## config.mk

```make
export PLATFORM = sky130hd
export DESIGN_NAME = montgomery_encode_flat
export DESIGN_NICKNAME = d
export VERILOG_FILES = /design/src/rtl/montgomery_encode_pkg.sv /design/src/rtl/montgomery_encode_if.sv /design/src/rtl/montgomery_encode_step.sv /design/src/rtl/montgomery_encode.sv /design/src/flat_wrapper.sv
export SDC_FILE = /design/constraint.sdc
export NUM_CORES = 1
export LEC_CHECK = 0
export ABC_AREA = 1
export ABC_CLOCK_PERIOD_IN_PS = 1600
export BUFFER_PORTS_ARGS = -buffer_cell sky130_fd_sc_hd__clkbuf_2
export CAP_MARGIN = 20
export CORE_ASPECT_RATIO = 1.4
export CORE_UTILIZATION = 35
export CTS_CLUSTER_DIAMETER = 100
export DETAILED_ROUTE_END_ITERATION = 6
export PLACE_DENSITY = 0.59
export SETUP_SLACK_MARGIN = 0.02
export SLEW_MARGIN = 15
export SYNTH_ARGS = -nofsm -noshare
export SYNTH_HDL_FRONTEND = slang
export SYNTH_HIERARCHICAL = 1
export SYNTH_SLANG_ARGS = --single-unit
```

## constraint.sdc

```tcl
create_clock -name clk -period 1.6 [get_ports clk]
set_input_delay 0.16 -clock clk [delete_from_list [all_inputs] [get_ports clk]]
set_output_delay 0.16 -clock clk [all_outputs]
set_load 0.02 [all_outputs]
```

## src/rtl/montgomery_encode_pkg.sv

```systemverilog
// -----------------------------------------------------------------------------
// montgomery_encode_pkg
//   Shared types and helpers for the Montgomery-domain entry converter.
//   - mont_enc_state_t : FSM states of the bit-serial encoder
//   - cnt_width()      : width of the step counter for a given operand width
// -----------------------------------------------------------------------------
package montgomery_encode_pkg;

  typedef enum logic [1:0] {
    IDLE = 2'd0,
    RUN  = 2'd1,
    DONE = 2'd2
  } mont_enc_state_t;

  // The counter walks 2W-1 down to 0, so it needs $clog2(2W) bits.
  // Clamped to at least one bit so a degenerate width still elaborates.
  function automatic int cnt_width(input int data_width);
    int w;
    w = $clog2(2 * data_width);
    if (w < 1) begin
      w = 1;
    end
    return w;
  endfunction

endpackage

```

## src/rtl/montgomery_encode_if.sv

```systemverilog
// -----------------------------------------------------------------------------
// montgomery_encode_if
//   Request/response bundle of the Montgomery encoder.
//   Request side : in_valid, in_ready, x, modulant
//   Response side: out_valid, out_ready, out
//   master : the agent that issues requests and consumes results
//   slave  : the encoder itself
// -----------------------------------------------------------------------------
interface montgomery_encode_if #(
  parameter int DATA_WIDTH = 8
);

  logic                  in_valid;
  logic                  in_ready;
  logic [DATA_WIDTH-1:0] x;
  logic [DATA_WIDTH-1:0] modulant;
  logic                  out_valid;
  logic                  out_ready;
  logic [DATA_WIDTH-1:0] out;

  modport master (
    output in_valid,
    output x,
    output modulant,
    output out_ready,
    input  in_ready,
    input  out_valid,
    input  out
  );

  modport slave (
    input  in_valid,
    input  x,
    input  modulant,
    input  out_ready,
    output in_ready,
    output out_valid,
    output out
  );

endinterface

```

## src/rtl/montgomery_encode_step.sv

```systemverilog
// -----------------------------------------------------------------------------
// mod_shift_add_step
//   Combinational single step of a bit-serial modular reducer:
//     o_acc = (2*i_acc + i_bit) mod i_n
//   Requires i_acc < i_n, which keeps 2*i_acc + i_bit below 2*i_n so one
//   conditional subtraction is enough. A zero modulus yields 0.
//   Ports:
//     i_acc  W  running remainder (< i_n)
//     i_bit  1  next dividend bit, MSB first
//     i_n    W  modulus
//     o_acc  W  updated remainder
// -----------------------------------------------------------------------------
module mod_shift_add_step #(
  parameter int DATA_WIDTH = 8
) (
  input  logic [DATA_WIDTH-1:0] i_acc,
  input  logic                  i_bit,
  input  logic [DATA_WIDTH-1:0] i_n,
  output logic [DATA_WIDTH-1:0] o_acc
);

  logic [DATA_WIDTH:0] w_t;
  logic [DATA_WIDTH:0] w_n_ext;
  logic [DATA_WIDTH:0] w_diff;

  // t is one bit wider than the operands so the doubled value never wraps.
  assign w_t     = {i_acc, 1'b0} + {{DATA_WIDTH{1'b0}}, i_bit};
  assign w_n_ext = {1'b0, i_n};
  assign w_diff  = w_t - w_n_ext;

  always_comb begin
    o_acc = w_t[DATA_WIDTH-1:0];
    if (i_n == '0) begin
      // Modulus 0 has no meaningful remainder; pin the result to 0 so the
      // encoder output stays defined.
      o_acc = '0;
    end else if (w_t >= w_n_ext) begin
      o_acc = w_diff[DATA_WIDTH-1:0];
    end
  end

endmodule

```

## src/rtl/montgomery_encode.sv

```systemverilog
// -----------------------------------------------------------------------------
// montgomery_encode
//   Maps an operand into the Montgomery domain: out = (x * 2^W) mod modulant.
//   The 2W-bit dividend {x, W'b0} is reduced one bit per cycle, MSB first, so
//   a result appears exactly 2W cycles after the request is accepted. Only one
//   request is in flight; a new one is accepted only from IDLE.
//   Ports:
//     clk    1  clock, rising edge
//     reset  1  asynchronous active-high reset, clears all state
//     bus       montgomery_encode_if.slave
//               in_valid/in_ready/x/modulant : request handshake
//               out_valid/out_ready/out      : result handshake
// -----------------------------------------------------------------------------
module montgomery_encode
  import montgomery_encode_pkg::*;
#(
  parameter int DATA_WIDTH = 8
) (
  input  logic                clk,
  input  logic                reset,
  montgomery_encode_if.slave  bus
);

  localparam int CNT_W = cnt_width(DATA_WIDTH);
  localparam int SH_W  = 2 * DATA_WIDTH;

  mont_enc_state_t         r_state;
  logic [SH_W-1:0]         r_sh;
  logic [DATA_WIDTH-1:0]   r_n;
  logic [DATA_WIDTH-1:0]   r_acc;
  logic [CNT_W-1:0]        r_cnt;
  logic                    r_in_ready;
  logic                    r_out_valid;
  logic [DATA_WIDTH-1:0]   r_out;

  logic [DATA_WIDTH-1:0]   w_acc_next;

  mod_shift_add_step #(
    .DATA_WIDTH(DATA_WIDTH)
  ) u_step (
    .i_acc (r_acc),
    .i_bit (r_sh[SH_W-1]),
    .i_n   (r_n),
    .o_acc (w_acc_next)
  );

  always_ff @(posedge clk or posedge reset) begin
    if (reset) begin
      r_state     <= IDLE;
      r_sh        <= '0;
      r_n         <= '0;
      r_acc       <= '0;
      r_cnt       <= '0;
      r_in_ready  <= 1'b1;
      r_out_valid <= 1'b0;
      r_out       <= '0;
    end else begin
      case (r_state)
        IDLE: begin
          if (bus.in_valid && r_in_ready) begin
            // Operands are captured here only; the upstream may change them
            // freely afterwards.
            r_sh       <= {bus.x, {DATA_WIDTH{1'b0}}};
            r_n        <= bus.modulant;
            r_acc      <= '0;
            r_cnt      <= CNT_W'(SH_W - 1);
            r_in_ready <= 1'b0;
            r_state    <= RUN;
          end
        end

        RUN: begin
          r_acc <= w_acc_next;
          r_sh  <= r_sh << 1;
          if (r_cnt == '0) begin
            // Last bit consumed: publish the remainder directly from the
            // step output so out_valid and out rise on the same edge.
            r_out       <= w_acc_next;
            r_out_valid <= 1'b1;
            r_state     <= DONE;
          end else begin
            r_cnt <= r_cnt - CNT_W'(1);
          end
        end

        DONE: begin
          // in_ready stays low on the handshake edge; a new request can
          // only be taken one cycle later from IDLE.
          if (bus.out_ready) begin
            r_out_valid <= 1'b0;
            r_in_ready  <= 1'b1;
            r_state     <= IDLE;
          end
        end

        default: begin
          r_state     <= IDLE;
          r_in_ready  <= 1'b1;
          r_out_valid <= 1'b0;
        end
      endcase
    end
  end

  assign bus.in_ready  = r_in_ready;
  assign bus.out_valid = r_out_valid;
  assign bus.out       = r_out;

endmodule

```

## src/flat_wrapper.sv

```systemverilog
// flat-port wrapper written by rule: the top's interface ports become plain ports
module montgomery_encode_flat import montgomery_encode_pkg::*;
#(
  parameter int DATA_WIDTH = 8
)
  (clk, reset, bus_in_valid, bus_x, bus_modulant, bus_out_ready, bus_in_ready, bus_out_valid, bus_out);
  montgomery_encode_if #(.DATA_WIDTH(DATA_WIDTH)) bus_i ();
  input  logic clk;
  input  logic reset;
  input wire logic [$bits(bus_i.in_valid)-1:0] bus_in_valid;
  input wire logic [$bits(bus_i.x)-1:0] bus_x;
  input wire logic [$bits(bus_i.modulant)-1:0] bus_modulant;
  input wire logic [$bits(bus_i.out_ready)-1:0] bus_out_ready;
  output wire logic [$bits(bus_i.in_ready)-1:0] bus_in_ready;
  output wire logic [$bits(bus_i.out_valid)-1:0] bus_out_valid;
  output wire logic [$bits(bus_i.out)-1:0] bus_out;
  assign bus_i.in_valid = bus_in_valid;
  assign bus_i.x = bus_x;
  assign bus_i.modulant = bus_modulant;
  assign bus_i.out_ready = bus_out_ready;
  assign bus_in_ready = bus_i.in_ready;
  assign bus_out_valid = bus_i.out_valid;
  assign bus_out = bus_i.out;
  montgomery_encode #(.DATA_WIDTH(DATA_WIDTH)) u_core (.clk(clk), .reset(reset), .bus(bus_i));
endmodule
```

Yosys cells after proc, flatten, opt, wreduce, memory -nomap -nowiden
Cells that the tools add are included.
{"block": "totals", "reg_bits": 48, "latch_bits": 0, "ramBits": 0, "romBits": 0, "input_bits": 20, "elab_cells": 51, "n_memories": 0}
{"block": "classes", "addsub": 3, "multipliers": 0, "div": 0, "magnitude_cmp": 1, "eq_ne": 6, "n_shift": 0, "n_mux": 19, "bitwise_logic": 2, "reduce_logical": 12}
{"operator": "$pmux W16 S2", "count": 1}
{"operator": "$mux W8", "count": 3}
{"operator": "$mux W16", "count": 1}
{"operator": "$pmux W8 S2", "count": 1}
{"operator": "$reduce_and A3 Y1", "count": 4}
{"operator": "$add A9 B1 Y9", "count": 1}
{"operator": "$ge A9 B8 Y1", "count": 1}
{"operator": "$logic_not A8 Y1", "count": 1}
{"operator": "$mux W4", "count": 2}
{"operator": "$pmux W4 S2", "count": 1}
{"operator": "$sub A8 B8 Y8", "count": 1}
{"operator": "$mux W2", "count": 3}
{"operator": "$pmux W1 S3", "count": 2}
{"operator": "$pmux W2 S3", "count": 1}
{"operator": "$reduce_and A2 Y1", "count": 3}
{"operator": "$logic_not A4 Y1", "count": 1}
{"operator": "$mux W1", "count": 4}
{"operator": "$ne A2 B1 Y1 const B", "count": 2}
{"operator": "$ne A2 B2 Y1 const B", "count": 2}
{"operator": "$sub A4 B1 Y4 const B", "count": 1}
{"operator": "$eq A2 B1 Y1 const B", "count": 1}
{"operator": "$eq A2 B2 Y1 const B", "count": 1}
{"operator": "$logic_not A2 Y1", "count": 1}
{"operator": "$not A1 Y1", "count": 2}
{"operator": "other kinds (2)", "count": 2}

Depth between registers and ports, before layout
Gate-level depths: netlist of the first run.
{"block": "depth", "ltp_word": 5, "ltp_mapped": 13}

Hierarchy
The synthesis of the first run kept the hierarchy.
{"mod": "montgomery_encode", "instances": 1, "cells_per_inst": 197, "area_each_um2": 1760.4, "seq_area_each_um2": 1002.2}
{"mod": "mod_shift_add_step", "instances": 1, "cells_per_inst": 143, "area_each_um2": 784.5, "seq_area_each_um2": 0.0}

Least setup slack after synthesis of the first run
Ideal clock, no wire load.
{"block": "synth_timing", "path_kind": "reg-to-reg", "start": "register u_core.r_acc[2]", "end": "register u_core.r_acc[2]", "setup_time_ns": 0.082, "arrival_time_ns": 1.661, "required_time_ns": 1.518, "path_slack_ns": -0.143, "path_stages_with_launch": 12, "cell_sequence": "dfrtp_1 -> ha_1 -> nand2_1 -> nor2_1 -> nand3_1 -> nand2_1 -> nor2_2 -> buf_4 -> a21oi_1 -> nor2_1 -> inv_1 -> o22ai_1"}
{"block": "synth_between", "elab_chain_len": 5}
{"element": "from (decl)", "line": "montgomery_encode.sv:30", "text": "logic [DATA_WIDTH-1:0] r_acc;"}
{"element": "from (signal assigned)", "line": "montgomery_encode.sv:73", "text": "r_acc <= w_acc_next;"}
{"element": "$add A9 B1 Y9", "line": "montgomery_encode_step.sv:27", "text": "assign w_t = {i_acc, 1'b0} + {{DATA_WIDTH{1'b0}}, i_bit};"}
{"element": "$ge A9 B8 Y1", "line": "montgomery_encode_step.sv:37", "text": "end else if (w_t >= w_n_ext) begin"}
{"element": "$mux W8", "line": "montgomery_encode_step.sv:37"}
{"element": "$mux W8", "line": "montgomery_encode_step.sv:33", "text": "if (i_n == '0) begin"}
{"element": "named net u_core.w_acc_next[2]", "line": "montgomery_encode.sv:36", "text": "logic [DATA_WIDTH-1:0] w_acc_next;"}
{"element": "$pmux W8 S2", "line": "montgomery_encode.sv:58", "text": "case (r_state)"}
The timed path passes the listed nets, and every way through them passes these cells.
A chain may end at the register's enable or synchronous reset.

Worst setup path in the final report of the first run
{"block": "layout_timing", "start": "register u_core.r_acc[5]", "end": "register u_core.r_acc[2]"}
The elaborated chain is that of the path after synthesis.

==> results of run 1 <==
[metal layers]
metal / part of all wire (%) / vias up
met5: 0 / -
met4: 1.0 / 0
met3: 1.5 / 8
met2: 56 / 22
met1: 41 / 1115
li1: - / 1225
[layout make-up]
cell class / instances / area (um^2) / area share [%]
tap: 95 / 119 / 3.28
clock buffer: 6 / 82.6 / 2.28
multi-input combinational: 227 / 1560 / 43.0
sequential: 40 / 1000 / 27.7
timing repair buffer: 82 / 596 / 16.5
clock inverter: 2 / 13.8 / 0.380
inverter: 66 / 248 / 6.84
[worst max-delay path, stage by stage, from the launching register on]
cell	delay [ns]
dfrtp_1	0.43
ha_4	0.33
nand2_2	0.06
nor2_2	0.11
nand3_2	0.09
nand2_2	0.08
nor2_4	0.05
clkbuf_16	0.17
nand3_2	0.07
nand2_1	0.04
nor2_1	0.10
inv_1	0.07
o22ai_1	0.16
[what timing repair did]
action,CTS,global route
resized for setup,19,57
endpoints found under the setup margin,16,19
pin swaps,3,36
gates cloned,1,1
setup buffers,2,7
hold buffers,1,0
endpoints found under the hold margin,39,0
[metrics by stage]
| step | utilization [%] | hold WS (ns) |
|---|---|---|
| 2_1_floorplan | - | 0.270 |
| 3_3_place_gp | 45.6 | 0.293 |
| 3_5_place_dp | 45.6 | 0.296 |
| 4_1_cts | 48.0 | 0.0620 |
| 5_1_grt | 51.8 | 0.0737 |
| 6_report | 51.8 | 0.0649 |
[cells in the final DEF (no fill, tap or decap), drive strengths merged, types with 2 or more instances in the layout]
master  Yosys  final
xor2        2      2
nor3        3      3
o21ai      23     23
a21boi      4      4
nor2       23     23
buf         8     51
dfrtp      39     39
o22ai       8      8
nand2     113    114
inv        66     67
clkbuf      0     36
ha          9      9
a21oi       7      7
nand3      27     27
nand4       3      3
[final timing paths]
kind,cells past startpoint,endpoint,slack [ns]
worst max-delay path,12,u_core/r_acc[2],-0.24
worst min-delay path,3,u_core/r_n[2],0.06
worst max register to register,12,u_core/r_acc[2],-0.24
worst min register to register,2,u_core/bus.out[6],0.49
max in group asynchronous,4,u_core/r_acc[3],0.71
min in group asynchronous,4,u_core/r_sh[11],0.51
[cell families (layout without fill, tap and decap cells)]
logic type	Yosys count	count (layout)	synth area share, %
xor+xnor	3	3	1.03
simple gates	171	172	31.9
fa+ha+maj	10	10	5.21
compound gates	42	42	10.4
flops	40	40	39.4
buf+inv	74	156	12.1
[state kept, by name (all words and copies together), names as in the netlist]
signal / cells
u_core/bus.in_ready: 1
u_core/bus.out: 8
u_core/r_cnt: 4
u_core/r_sh: 8
u_core/r_state: 2
u_core/r_n: 8
u_core/bus.out_valid: 1
u_core/r_acc: 8
==> out/qor.csv, run 1 <==
stage,metric,value,unit
status,outcome,"complete, but fails checks",
status,violations,negative setup slack,
cts,cts_root_buf,clkbuf_8,
synth,syn_area_per_cell,7.49,um^2
finish,syn_to_final_growth,42.2,%
global_routing,overflow,0,
placement,io_buffers,29,
cts,htree_levels,2,
setup_path,critPathLaunchType,flip-flop,
global_routing,grt_pass1_vias,2434,
synth,synth_most_common_cell,nand2_1,
sta,max_slew_margin,65.7,%
routing,drt_pre_antenna_iters,4,
placement,dp.final_hpwl,4700,um
synth,ys.flop_type,dfrtp_1,
setup_path,cp-end-kind,flip-flop,
synth,synth.distinct_cells,31,
setup_path,crit_required,1.82,ns
sta,fin_tns_setup,-2.73,ns
global_routing,grt_max_degree,41,
synth,async_flop_share,100,%
global_routing,busiest_layer,met2,
global_routing,grt_pass1_wl,11100,um
cts,clk_pin_slew,0.09,ns
cts,cts.sinks,40,
floorplanning,die-area,7620,um^2
synth,yosys.area.top_type_share,38.3,%
routing,wl,6370,um
global_routing,antenna_found_initial,0,
synth,synth_area_leaders,"dfrtp_1 (38%), nand2_1 (16%), inv_1 (9.6%), ha_1 (4.4%), nand3_1 (3.5%)",
finish,drive_gt1_share,45.9,%
sta,min_period_over_period,115,%
routing,drc,0,
setup_path,cp_max_fo,7,
synth,ys_ff_latch,40,
global_routing,grt_use_met3,1.96,%
floorplanning,rows,36,
sta,slew_viol_final,0,
setup_path,crit_start,u_core/r_acc[5],
global_routing,grt_use_met2,35.2,%
floorplanning,floorplan.initialDensity,36.5,%
finish,antenna_cells,0,
finish,fin_area,3620,um^2
synth,synth_top_cells_by_count,"nand2_1 (107), inv_1 (65), dfrtp_1 (39)",
run,drv_cap,0,
finish,layout.nets,452,
cts,numCtsBuffers,5,
placement,routabilityCongestion,0.843,
synth,synth_cells,340,
routing,drt-initial-drc-count,47,
global_routing,gr-usage-met1,22.9,%
routing,drtAntennaViolNets,0,
hold_path,hold_start,bus_modulant[2],
sta,rsz0062_at_grt,yes,
placement,place_ws,-0.267,ns
finish,instances_no_fill,518,
sta,fmax,0.545,GHz
routing,vias,2370,
synth,yosysSeqAreaShare,39.4,%
synth,syn_nets,370,
cts,cts_tree,yes,
setup_path,crit_arrival,2.05,ns
floorplanning,io_pins,30,
setup_path,r2r-start,u_core/r_acc[5],
floorplanning,die_h,103,um
sta,tightest_slew,0.515,ns
synth,ys_warn_count,6,
routing,routed_via_density,4.58,
setup_path,worstSetupPathType,flip-flop to flip-flop,
floorplanning,die-width,74.1,um
cts,clock_path_buffers,2,
sta,finalSetupViolCount,16,
synth,synth_edf_count,0,
placement,dpl_cell_area,3190,um^2
sta,hold_violations,0,
sta,period_needed,1.84,ns
sta,setup_ws,-0.236,ns
cts,worstSkewPairLatency,0.29,ns
hold_path,holdCritPathClass,input pin to flip-flop,
sta,finClkSkew,0.00773,ns
floorplanning,core,6980,um^2
routing,wl_per_cell,12.3,um
synth,synth.largest_area_cell,dfrtp_1,
global_routing,track_usage,19.0,%
placement,placedCellCount,498,
synth,syn_area,2540,um^2
finish,fill_cells,650,
Power of run 1 is left out: the tool's default activity adds up to more than one toggle a clock period on the data nets, which glitch-free logic cannot reach.
==> run 2, diff against run 1 <==
PLACE_DENSITY = 0.6   (was 0.59)
SYNTH_HIERARCHICAL = unset   (was 1)
==> run 2 against run 1 <==
Effect of this change: the run still ends with negative setup slack left; cell area is 13% lower; sequential cell count stayed put; critical path depth stayed put; register-to-register slack better by 0.11 ns; global-route usage is 0.86 points lower; clock skew is 0.0035 ns higher; die area is 9.7% lower; wire length is 12% lower; fmax is 6.1% higher; via count is 10% lower; area after synthesis is 9.9% lower; synthesized cell count is 15% lower; critical path type unchanged.
==> out/qor.csv, run 2 <==
stage,metric,value,unit,change
synth,async_flop_share,100,%,unchanged
synth,synth_cells,290,,was 340
floorplanning,rows,34,,was 36
pwr,p_switching,0.00386,W,
synth,yosysSeqAreaShare,43.7,%,was 39.4%
sta,setup_ws,-0.130,ns,was -0.236 ns
setup_path,worstSetupPathType,flip-flop to flip-flop,,unchanged
routing,drc,0,,unchanged
synth,syn_nets,320,,was 370
sta,finalSetupViolCount,16,,unchanged
global_routing,grt_max_degree,41,,unchanged
cts,clock_path_buffers,2,,unchanged
sta,finClkSkew,0.0112,ns,was 0.00773 ns
sta,period_needed,1.73,ns,was 1.84 ns
status,violations,negative setup slack,,unchanged
cts,clk_pin_slew,0.09,ns,about the same
finish,layout.nets,395,,was 452
routing,vias,2129,,was 2370
sta,max_slew_margin,65.5,%,was 65.7%
finish,drive_gt1_share,39.9,%,was 45.9%
setup_path,crit_required,1.85,ns,was 1.82 ns
cts,numCtsBuffers,5,,unchanged
routing,routed_via_density,4.86,,was 4.58
routing,wl,5610,um,was 6370 um
sta,tightest_slew,0.518,ns,was 0.515 ns
hold_path,holdCritPathClass,input pin to flip-flop,,unchanged
synth,ys_warn_count,0,,was 6
sta,hold_violations,0,,unchanged
cts,worstSkewPairLatency,0.30,ns,was 0.29 ns
finish,syn_to_final_growth,38.0,%,was 42.2%
sta,rsz0062_at_grt,yes,,unchanged
floorplanning,floorplan.initialDensity,36.7,%,was 36.5%
status,outcome,"complete, but fails checks",,unchanged
run,drv_cap,0,,unchanged
floorplanning,io_pins,30,,unchanged
finish,seqCellArea,1000,um^2,about the same
cts,cts.sinks,40,,unchanged
synth,synth.distinct_cells,32,,was 31
finish,multi_input_area,1290,um^2,was 1560 um^2
routing,drt_pre_antenna_iters,4,,unchanged
placement,dp.final_hpwl,4050,um,was 4700 um
finish,final_common_cell,nand2_1,,unchanged
floorplanning,die-width,70.4,um,was 74.1 um
routing,drt-initial-drc-count,121,,was 47
sta,fmax,0.578,GHz,was 0.545 GHz
setup_path,cp-end-kind,flip-flop,,unchanged
finish,finish.utilization,50.6,%,was 51.8%
synth,synth_area_leaders,"dfrtp_1 (43%), nand2_1 (14%), inv_1 (6.5%), nand3_1 (5.9%), ha_1 (4.9%)",,"was dfrtp_1 (38%), nand2_1 (16%), inv_1 (9.6%), ha_1 (4.4%), nand3_1 (3.5%)"
pwr,p_seq_share,21.7,%,
pwr,clkPwrFrac,10.6,%,
pwr,cellInternalPower,0.00461,W,
setup_path,cp_max_fo,8,,was 7
floorplanning,core,6250,um^2,was 6980 um^2
pwr,vdd_drop_max,848,uV,
setup_path,critPathLaunchType,flip-flop,,unchanged
sta,slew_viol_final,0,,unchanged
cts,htree_levels,2,,unchanged
finish,fill_cells,616,,was 650
placement,io_buffers,29,,unchanged
pwr,p_leak,1.63,nW,
synth,synth_top_cells_by_count,"nand2_1 (83), inv_1 (40), dfrtp_1 (39)",,"was nand2_1 (107), inv_1 (65), dfrtp_1 (39)"
synth,synth_most_common_cell,nand2_1,,unchanged
cts,cts_tree,yes,,unchanged
global_routing,antenna_found_initial,0,,unchanged
global_routing,grt_pass1_wl,9830,um,was 11100 um
routing,drtAntennaViolNets,0,,unchanged
cts,cts_root_buf,clkbuf_8,,unchanged
floorplanning,die-area,6890,um^2,was 7620 um^2
finish,antenna_cells,0,,unchanged
global_routing,overflow,0,,unchanged
global_routing,grt_pass1_vias,2173,,was 2434
synth,ys.flop_type,dfrtp_1,,unchanged
global_routing,track_usage,18.2,%,was 19.0%
floorplanning,die_h,97.8,um,was 103 um
synth,syn_area,2290,um^2,was 2540 um^2
pwr,swShare,45.6,%,
pwr,p_comb_share,67.7,%,
synth,ys_ff_latch,40,,unchanged
synth,syn_area_per_cell,7.91,um^2,was 7.49 um^2
synth,synth_edf_count,0,,unchanged
pwr,power_density,2680,nW/um^2,
setup_path,crit_arrival,1.98,ns,was 2.05 ns
sta,fin_tns_setup,-1.74,ns,was -2.73 ns
routing,wl_per_cell,12.8,um,was 12.3 um
placement,routabilityCongestion,0.832,,was 0.843
synth,yosys.area.top_type_share,42.6,%,was 38.3%
finish,layout_common_cells,"nand2_1 (77), buf_4 (40), dfrtp_1 (37)",,"was nand2_1 (86), buf_4 (47), inv_1 (46)"
sta,min_period_over_period,108,%,was 115%
synth,synth.largest_area_cell,dfrtp_1,,unchanged
placement,place_ws,-0.196,ns,was -0.267 ns
sta,worst_hold_slack,0.0680,ns,was 0.0649 ns
[run 2: changes by cell type after synthesis, moves of 7 or more]
cell / previous run / this run
nand3_1: 18 / 27
nand2_1: 107 / 83
o22ai_1: 8 / 0
nand2_2: 5 / 14
inv_1: 65 / 40
o21ai_2: 9 / 0
o211ai_1: 0 / 7
[run 2: area by class of cell]
cell class	instances	area share, %
Multi-Input combinational cell	201	40.9
Sequential cell	40	31.7
Timing Repair Buffer	72	15.4
Inverter	45	5.34
Tap cell	72	2.85
Clock buffer	6	2.61
Clock inverter	2	1.23
[run 2: worst paths after layout]
check / startpoint / endpoint / slack [ns] / depth (start not counted)
hold reg to reg: u_core.bus.out[3] / u_core.bus.out[3] / 0.47 / 2
setup / recovery: u_core.r_acc[2] / u_core.r_acc[0] / -0.13 / 12
max in group asynchronous: reset / u_core.r_acc[5] / 0.71 / 4
hold / removal: bus_modulant[2] / u_core.r_n[2] / 0.07 / 3
min in group asynchronous: reset / u_core.r_cnt[2] / 0.51 / 4
setup reg to reg: u_core.r_acc[2] / u_core.r_acc[0] / -0.13 / 12
[run 2: what timing repair did]
item	4_1_cts	5_1_grt
pin swaps	8	15
hold buffers	1	0
cloned	1	0
buffers inserted	4	2
endpoints found under the setup margin	16	19
resized for setup	15	20
hold endpoints to repair	39	0
[run 2: routing by layer]
layer	track usage (%)	wire length (um)	vias to the layer above
met5	0	0	-
met4	9.23	231	0
met3	2.89	133	17
met2	32.9	3030	29
met1	20.1	2220	995
li1	-	-	1088
[run 2: metrics by stage]
stage,cells,instance area [um^2],power [W]
global placement,422,2830,0.00666
global route,438,3170,0.00928
finish,438,3170,0.00847
detailed placement,422,2830,0.00676
CTS,436,3080,0.00817
floorplan,290,2360,0.00516
[run 2: power by group through the flow]
stage | registers, W | clock network, W | logic [W]
2_1_floorplan | 0.00191 | 0 | 0.00325
3_3_place_gp | 0.00183 | 0 | 0.00483
3_5_place_dp | 0.00184 | 0 | 0.00491
4_1_cts | 0.00184 | 0.000920 | 0.00541
5_1_grt | 0.00191 | 0.000957 | 0.00642
6_report | 0.00184 | 0.000895 | 0.00573
[run 2: logic make-up after synthesis]
logic type               after synthesis  share of synthesized area [%]
buffers and inverters                 50                           8.73
adder cells (fa/ha/maj)               10                           5.78
XOR/XNOR                               3                           1.15
AO/OA/AOI/OAI                         31                           7.86
AND/OR/NAND/NOR                      156                           32.8
flip-flops                            40                           43.7
[run 2: worst max-delay path: stages, from the launching register on]
cell and delay (ns):
dfrtp_1 0.44, ha_4 0.32, nand2_1 0.07, inv_2 0.07, nand3_2 0.09, nor2_4 0.14
nor2_4 0.06, buf_12 0.13, nand2_8 0.09, nand2_2 0.06, nand2_2 0.07, nand3_1 0.07
nand2_1 0.07
(Power assumes the default switching activity.)
==> run 3, diff against run 2 <==
CORE_UTILIZATION = 30   (was 35)
PLACE_DENSITY = 0.54   (was 0.6)
REMOVE_ABC_BUFFERS = 1   (was unset)
==> run 3 against run 2 <==
Effect of this change: the flow still finishes with violations (negative setup slack); via count is 0.14% higher; worst setup slack improved by 0.022 ns; sequential cell count stayed put; worst hold slack got worse by 0.014 ns; register-to-register slack improved by 0.02 ns; core utilization decreased by 6.7 points; die area up 16%; critical path depth fell by 1; clock skew increased by 0.0018 ns; largest cell class unchanged.
==> out/qor.csv, run 3 (same netlist as run 2, synthesis figures left out) <==
stage,metric,value,unit,change
status,outcome,"complete, but fails checks",,unchanged
status,violations,negative setup slack,,unchanged
global_routing,overflow,0,,unchanged
finish,drive_gt1_share,41.6,%,was 39.9%
sta,min_period_over_period,107,%,was 108%
routing,routed_via_density,4.58,,was 4.86
sta,fmax,0.586,GHz,was 0.578 GHz
floorplanning,die-area,8000,um^2,was 6890 um^2
finish,fin_area,3230,um^2,was 3170 um^2
setup_path,slowest_delay,0.44,ns,about the same
finish,layout.nets,397,,was 395
cts,clk_pin_slew,0.09,ns,about the same
cts,numCtsBuffers,5,,unchanged
floorplanning,floorplan.initialDensity,31.2,%,was 36.7%
finish,final_common_cell,nand2_1,,unchanged
setup_path,slowest_stage,dfrtp_1,,unchanged
floorplanning,die-width,75.9,um,was 70.4 um
sta,fin_tns_setup,-1.48,ns,was -1.74 ns
sta,finClkSkew,0.0130,ns,was 0.0112 ns
floorplanning,io_pins,30,,unchanged
global_routing,grt_pass1_vias,2095,,was 2173
sta,slew_viol_final,0,,unchanged
sta,worst_hold_slack,0.0542,ns,was 0.0680 ns
global_routing,grt_max_degree,41,,unchanged
routing,drtAntennaViolNets,0,,unchanged
finish,syn_to_final_growth,41.0,%,was 38.0%
global_routing,antenna_found_initial,0,,unchanged
cts,cts_root_buf,clkbuf_8,,unchanged
setup_path,reg2regPathDepth,11,,was 12
placement,dpl_cell_area,2740,um^2,was 2830 um^2
hold_path,hold_depth,3,,unchanged
setup_path,critPathLaunchType,flip-flop,,unchanged
finish,antenna_cells,0,,unchanged
setup_path,cp-end-kind,flip-flop,,unchanged
run,drv_cap,0,,unchanged
placement,io_buffers,29,,unchanged
global_routing,track_usage,16.3,%,was 18.2%
hold_path,holdCritPathClass,input pin to flip-flop,,unchanged
routing,vias,2132,,was 2129
floorplanning,die_h,105,um,was 97.8 um
sta,finalSetupViolCount,16,,unchanged
cts,cts.sinks,40,,unchanged
cts,cts_tree,yes,,unchanged
placement,routabilityCongestion,0.820,,was 0.832
placement,place_ws,-0.258,ns,was -0.196 ns
sta,rsz0062_at_grt,yes,,unchanged
global_routing,grt_pass1_wl,9750,um,was 9830 um
routing,wl,5930,um,was 5610 um
routing,wl_per_cell,12.8,um,about the same
cts,htree_levels,2,,unchanged
cts,worstSkewPairLatency,0.32,ns,was 0.30 ns
setup_path,crit_required,1.80,ns,was 1.85 ns
placement,dp.final_hpwl,4150,um,was 4050 um
sta,period_needed,1.71,ns,was 1.73 ns
floorplanning,core,7360,um^2,was 6250 um^2
setup_path,crit_start,u_core.r_acc[3],,was u_core.r_acc[2]
setup_path,crit_arrival,1.91,ns,was 1.98 ns
setup_path,worstSetupPathType,flip-flop to flip-flop,,unchanged
setup_path,r2r-start,u_core.r_acc[3],,was u_core.r_acc[2]
sta,tightest_slew,0.535,ns,was 0.518 ns
floorplanning,rows,37,,was 34
routing,drt-initial-drc-count,109,,was 121
finish,fill_cells,747,,was 616
sta,max_slew_margin,64.3,%,was 65.5%
finish,layout_common_cells,"nand2_1 (75), buf_4 (42), dfrtp_1 (38)",,"was nand2_1 (77), buf_4 (40), dfrtp_1 (37)"
setup_path,cp_cell_sequence,"ha_4, nand2_2, inv_2, nand3_2, nor2_4, nor2_4, buf_12, nand2_8, nand2_1, nand4_1, nand2_1",,"was ha_4, nand2_1, inv_2, nand3_2, nor2_4, nor2_4, buf_12, nand2_8, nand2_2, nand2_2, nand3_1, nand2_1"
routing,drt_pre_antenna_iters,4,,unchanged
hold_path,hold_start,bus_x[0],,was bus_modulant[2]
routing,drc,0,,unchanged
sta,hold_violations,0,,unchanged
setup_path,cp_max_fo,8,,unchanged
sta,setup_ws,-0.107,ns,was -0.130 ns
cts,clock_path_buffers,2,,unchanged
[run 3: path summary, 6_finish.rpt]
path	endpoint	slack (ns)
max reg2reg	u_core.r_acc[7]	-0.11
min reg2reg	u_core.bus.out[4]	0.49
min	u_core.r_sh[8]	0.05
min in group asynchronous	u_core.bus.out[6]	0.50
max in group asynchronous	u_core.r_acc[0]	0.71
max	u_core.r_acc[7]	-0.11
[run 3: cell type report]
class	instances	area (um^2)	share of cell area, %
Tap cell	97	121	3.75
Inverter	45	171	5.30
Clock inverter	3	23.8	0.735
Timing Repair Buffer	74	515	15.9
Multi-Input combinational cell	201	1330	41.1
Sequential cell	40	1000	31.0
Clock buffer	5	68.8	2.13
[run 3: what timing repair did]
action                     4_1_cts  5_1_grt
pin swaps                       16       17
hold buffers                     1        0
setup buffers                    8        8
setup endpoints to repair       16       19
hold endpoints to repair        39        0
gates resized for setup         26       25
gates cloned                     1        1
[run 3: per-layer routing]
metal	vias to the layer above	share of wire (%)	track usage (%)
met5	-	0	0
met4	0	1.8	6.48
met2	27	51	25.8
li1	1086	-	-
met3	7	2.4	2.87
met1	1012	44	21.7
[run 3: per-stage QoR]
step	std cells	utilization, %
final	465	43.9
after global routing	465	43.9
after CTS	457	41.7
after detailed placement	439	37.2
after global placement	439	37.2
after floorplan	285	-
[run 3: critical path, delay by kind of cell (launching register included)]
kind	cells	cell delay (ns)
adder cells (fa/ha/maj)	1	0.32
buffers and inverters	2	0.21
flip-flops	1	0.44
AND/OR/NAND/NOR	8	0.63
Power of run 3 is left out for the same reason.
